**src/rtl/cla_add_pipe.sv**
```systemverilog
// Two-stage pipelined carry-lookahead adder/subtractor for FPU mantissa and
// exponent arithmetic.
//
// Stage 1 registers the per-bit generate/propagate terms and the group
// generate/propagate terms. Stage 2 resolves the group carry chain and the
// in-group carries, then registers the result and its flags. Each stage
// advances on a valid/ready handshake, so the pipeline stalls without
// dropping or duplicating beats.
//
// Ports:
//   clk, rst      rising-edge clock, asynchronous active-high reset
//   in_valid      operand beat valid
//   in_ready      block can accept a beat this cycle (combinational)
//   in_a, in_b    operands
//   in_ci         carry-in (inverted in subtract mode)
//   in_sub        1 = A-B, 0 = A+B
//   out_valid     result beat valid
//   out_ready     downstream accepts the result
//   out_sum       result, modulo 2^WIDTH
//   out_co        carry-out of the MSB (subtract: 1 = no borrow)
//   out_ovf       two's-complement signed overflow
//   out_zero      out_sum == 0
module cla_add_pipe #(
    parameter int unsigned WIDTH = 32,
    parameter int unsigned GROUP = 8
) (
    input  logic             clk,
    input  logic             rst,
    input  logic             in_valid,
    output logic             in_ready,
    input  logic [WIDTH-1:0] in_a,
    input  logic [WIDTH-1:0] in_b,
    input  logic             in_ci,
    input  logic             in_sub,
    output logic             out_valid,
    input  logic             out_ready,
    output logic [WIDTH-1:0] out_sum,
    output logic             out_co,
    output logic             out_ovf,
    output logic             out_zero
);

    localparam int unsigned NGRP = WIDTH / GROUP;

    // Effective operands: subtraction is A + ~B with the carry-in inverted.
    logic [WIDTH-1:0] b_eff;
    logic             c_eff;
    logic [WIDTH-1:0] g_bit;
    logic [WIDTH-1:0] p_bit;

    assign b_eff = in_sub ? ~in_b : in_b;
    assign c_eff = in_ci ^ in_sub;
    assign g_bit = in_a & b_eff;
    assign p_bit = in_a ^ b_eff;

    // Group generate/propagate: ripple each group's g/p from its LSB upward.
    logic [NGRP-1:0] g_grp;
    logic [NGRP-1:0] p_grp;

    always_comb begin
        logic gx_acc;
        logic px_acc;
        g_grp = '0;
        p_grp = '0;
        for (int j = 0; j < int'(NGRP); j++) begin
            gx_acc = 1'b0;
            px_acc = 1'b1;
            for (int k = 0; k < int'(GROUP); k++) begin
                gx_acc = g_bit[j*GROUP + k] | (p_bit[j*GROUP + k] & gx_acc);
                px_acc = px_acc & p_bit[j*GROUP + k];
            end
            g_grp[j] = gx_acc;
            p_grp[j] = px_acc;
        end
    end

    // Stage 1 registers.
    logic             s1_valid;
    logic [WIDTH-1:0] s1_g;
    logic [WIDTH-1:0] s1_p;
    logic [NGRP-1:0]  s1_gx;
    logic [NGRP-1:0]  s1_px;
    logic             s1_c;
    logic             s1_a_msb;
    logic             s1_b_msb;

    logic s2_ready;

    assign s2_ready = !out_valid || out_ready;
    assign in_ready = !s1_valid || s2_ready;

    // Stage 1 load: takes a new beat (or a bubble) whenever it can move on.
    always_ff @(posedge clk or posedge rst) begin
        if (rst) begin
            s1_valid <= 1'b0;
            s1_g     <= '0;
            s1_p     <= '0;
            s1_gx    <= '0;
            s1_px    <= '0;
            s1_c     <= 1'b0;
            s1_a_msb <= 1'b0;
            s1_b_msb <= 1'b0;
        end else if (in_ready) begin
            s1_valid <= in_valid;
            if (in_valid) begin
                s1_g     <= g_bit;
                s1_p     <= p_bit;
                s1_gx    <= g_grp;
                s1_px    <= p_grp;
                s1_c     <= c_eff;
                s1_a_msb <= in_a[WIDTH-1];
                s1_b_msb <= b_eff[WIDTH-1];
            end
        end
    end

    // Group carry chain, then in-group carries seeded by each group carry.
    // The carry out of every group comes from the lookahead chain, not the
    // in-group ripple.
    logic [NGRP:0]    c_grp;
    logic [WIDTH:0]   c_bit;
    logic [WIDTH-1:0] sum_nxt;
    logic             ovf_nxt;

    always_comb begin
        c_grp    = '0;
        c_grp[0] = s1_c;
        for (int j = 0; j < int'(NGRP); j++) begin
            c_grp[j+1] = s1_gx[j] | (s1_px[j] & c_grp[j]);
        end

        c_bit = '0;
        for (int j = 0; j < int'(NGRP); j++) begin
            c_bit[j*GROUP] = c_grp[j];
            for (int k = 0; k < int'(GROUP) - 1; k++) begin
                c_bit[j*GROUP + k + 1] = s1_g[j*GROUP + k]
                                       | (s1_p[j*GROUP + k] & c_bit[j*GROUP + k]);
            end
        end
        c_bit[WIDTH] = c_grp[NGRP];
    end

    assign sum_nxt = s1_p ^ c_bit[WIDTH-1:0];
    assign ovf_nxt = (s1_a_msb == s1_b_msb) && (sum_nxt[WIDTH-1] != s1_a_msb);

    // Stage 2 output registers: hold while the consumer stalls.
    always_ff @(posedge clk or posedge rst) begin
        if (rst) begin
            out_valid <= 1'b0;
            out_sum   <= '0;
            out_co    <= 1'b0;
            out_ovf   <= 1'b0;
            out_zero  <= 1'b0;
        end else if (s2_ready) begin
            out_valid <= s1_valid;
            if (s1_valid) begin
                out_sum  <= sum_nxt;
                out_co   <= c_bit[WIDTH];
                out_ovf  <= ovf_nxt;
                out_zero <= ~|sum_nxt;
            end
        end
    end

endmodule

```
**config.mk**
```make
export PLATFORM = sky130hd
export DESIGN_NAME = cla_add_pipe
export DESIGN_NICKNAME = d
export VERILOG_FILES = /design/src/rtl/cla_add_pipe.sv
export SDC_FILE = /design/constraint.sdc
export NUM_CORES = 1
export LEC_CHECK = 0
export CAP_MARGIN = 0
export CORE_MARGIN = 2
export CORE_UTILIZATION = 29
export DETAILED_ROUTE_END_ITERATION = 16
export PLACE_DENSITY_LB_ADDON = 0.12
export SYNTH_ARGS = -nofsm -noshare
export SYNTH_HDL_FRONTEND = slang
export SYNTH_SLANG_ARGS = --single-unit
```
**constraint.sdc**
```tcl
create_clock -name clk -period 5.5 [get_ports clk]
set_clock_uncertainty 0.05 [all_clocks]
set_input_delay 0.825 -clock clk [delete_from_list [all_inputs] [get_ports clk]]
set_output_delay 0.825 -clock clk [all_outputs]
set_load 0.01 [all_outputs]
```
==> impl_metrics.toml, run 1 <==
[yosys]
ys_seq_area_share_pct = 47.8
synthCells = 435
yosysTopAreaCell = "dfrtp_1"
synth.distinct_cells = 35
synth_top_area_share_pct = 47.8
synthArstFlopShare_pct = 100
synth_warnings = 0
ys.flop_type = "dfrtp_1"
synth_edf_count = 0
netlist_top_cells_area = "dfrtp_1, mux2_2, ha_1, xor2_1, or2_2"
ys_ff_latch = 108
synth.avg_cell_area_um2 = 13.0
synth_fp_nets = 565
yosysMostFrequentCell = "dfrtp_1"
synth_area_um2 = 5650
ys_top_cells_by_count = "dfrtp_1, mux2_2, ha_1, xor2_1, or2_2"

[cts]
cts_root_buf = "clkbuf_16"
numCtsBuffers = 9
clk_latency_ps = 350
clockBufferDepth = 2
path_clk_slew_ps = 70
cts_tree = "built"
cts_setup_buffers = 0
postCtsHoldBufs = 0
cts_resized = 0
clkSinkCount = 108
htree_levels = 3

[floorplanning]
design.core.area_um2 = 19300
dieWidth_um = 144
initial_utilization_pct = 29.3
rows = 51
die_area_um2 = 20600
die_y_um = 144
ioPinCount = 107

[cells_and_area]
nets = 668
antennaDiodeCount = 0
area_delta_synth_final_pct = 28.7
drive_gt1_share_pct = 25.0
final_cells = 808

[sta]
fin_setup_tns_ps = 0
worst_slew_margin_rel_pct = 29.8
fin_ws_ps = 650
maxSlewViolCount = 0
hold_violations = 0
post-route-period-util_pct = 88.2
worst_slew_pin_slew_ps = 1050
rsz0062_at_grt = "false"
fmax_ghz = 0.206
setup_viol = 0
final.min_clock_period_ps = 4850

[setup_path]
r2r_cells = 18
crit_type = "reg -> reg"
worstSetupStartpointType = "flop"
path_common_cell = "ha_1"
critPathMaxStageDelay_ps = 520
arrival_ps = 5090
slowest_stage = "or4_4"
r2r-start = "s1_c"
crit_chain = "a21o_1 -> a21o_1 -> ha_1 -> or2_2 -> ha_1 -> or2_2 -> ha_1 -> or2_2 -> ha_1 -> or2_2 -> ha_1 -> or2_2 -> ha_1 -> or2_2 -> ha_1 -> or4_4 -> nor4_2 -> a22o_1"
rrSetupSlack_ps = 650
critPathCaptureType = "flop"
path_max_fanout = 3
cp.required_ps = 5740
reg2reg_to = "out_zero"
crit_path_start = "s1_c"

[placement]
dpl.cell_count = 792
dp_hpwl_um = 9830
dp_slack_ps = 621
port_buffers = 106
gp_congestion = 0.773

[detailed_routing]
dr.pass1.iters = 4
ant_nets = 0
drt_wl_total_um = 13300
drtIter0Drc = 102
vias = 3626
wl_per_cell_um = 16.4
vias_per_cell = 4.49
drc = 0

[power_and_ir_drop]
totalPowerFinal_w = 0.00289
power_per_cell_area_nw_per_um2 = 397
power_leakage_nw = 3.20
peakVddDrop_v = 0.000194

[global_routing]
grt_pass1_vias = 3935
grt_pass1_wl_um = 21300
grt_usage_pct = 13.6
antenna_found_initial = 0
grt_max_degree = 81
grt_overflow = 0

[min_path]
min_to = "s1_px[0]"
hold_path_class = "reg -> reg"
whs_path_depth = 2
worstHoldStart = "s1_px[0]"

[job]
max_cap_viol_count = 0

[run_status]
outcome = "finished, final reports clean"
==> critical path, delay by kind of cell, from the launching register on <==
family                   cells  cell delay (ps)
AND/OR/NAND/NOR              8             2390
flip-flops                   1              410
AO/OA/AOI/OAI                3              610
adder cells (fa/ha/maj)      7             1350
==> cells in the final DEF (no fill, tap or decap), types with 6 or more instances in the layout <==
master / count
dfrtp_1: 108
clkdlybuf4s50_1: 105
mux2_2: 84
ha_1: 60
xor2_1: 36
or2_2: 27
o21ai_0: 14
nand2_1: 11
nand4_1: 9
nor3_1: 9
clkbuf_16: 9
mux2_1: 6
nor2_1: 6
nor4_1: 6
==> worst max-delay path by stage <==
| stage | slack [ps] | end |
|---|---|---|
| after floorplan | 900 | out_zero |
| after global placement | 670 | out_zero |
| after detailed placement | 620 | out_zero |
| after CTS | 600 | out_zero |
| after global routing | 370 | out_ovf |
| final | 650 | out_zero |
==> flip-flops by register name (all words and copies together), names as in the netlist, 4 cells and up <==
register  cells
out_sum      32
s1_p         32
s1_g         28
s1_gx         4
s1_px         4
==> where the power goes <==
group	switching, W	internal [W]	leakage (nW)
registers	0.000130	0.00102	1.31
clock network	0.000297	0.000398	0.155
logic	0.000442	0.000603	1.73
==> area by class of cell <==
| type | count | area [um^2] |
|---|---|---|
| clock buffers | 9 | 225 |
| well taps | 265 | 332 |
| flip-flops and latches | 108 | 2700 |
| repair buffers | 108 | 1070 |
| multi-input cells | 310 | 2850 |
| clock inverters | 7 | 91.3 |
| fillers | 1913 | 12000 |
| inverters | 1 | 6.26 |
==> per-stage QoR <==
stage	instance area (um^2)	utilization, %	hold WS, ps
final	7280	37.8	439
after global routing	7280	37.8	470
after CTS	7280	37.8	447
after detailed placement	6960	36.1	424
after global placement	6960	36.1	424
after floorplan	5650	-	398
==> per-layer routing <==
layer / routed length, um / share of wire [%] / GRT usage, % / vias to the layer above
met5: 0 / 0 / 0 / -
met2: 6130 / 46 / 21.8 / 68
met4: 193 / 1.5 / 4.64 / 0
li1: - / - / - / 1775
met1: 6480 / 49 / 18.7 / 1772
met3: 464 / 3.5 / 2.07 / 11
==> logic make-up (layout without fill, tap and decap cells) <==
| kind of cell | after synthesis | after routing | synth area share, % |
|---|---|---|---|
| xor+xnor | 37 | 37 | 5.73 |
| simple gates | 78 | 78 | 8.01 |
| fa+ha+maj | 60 | 60 | 13.3 |
| mux | 94 | 94 | 18.6 |
| flops | 108 | 108 | 47.8 |
| compound gates | 41 | 41 | 4.69 |
| buf+inv | 17 | 125 | 1.86 |
Power figures use the tool's default switching activity.
==> inputs of run 2 (changes only) <==
--- a/constraint.sdc
+++ b/constraint.sdc
@@ -3,3 +3,3 @@
 set_input_delay 0.825 -clock clk [delete_from_list [all_inputs] [get_ports clk]]
 set_output_delay 0.825 -clock clk [all_outputs]
-set_load 0.01 [all_outputs]
+set_load 0.005 [all_outputs]
==> results of run 2 <==
The final DEF is identical to that of run 1. Status: finished, final reports clean.
Among the figures that moved: total power 0.00289 W -> 0.00284 W; worst IR drop on VDD 0.000194 V -> 0.000182 V
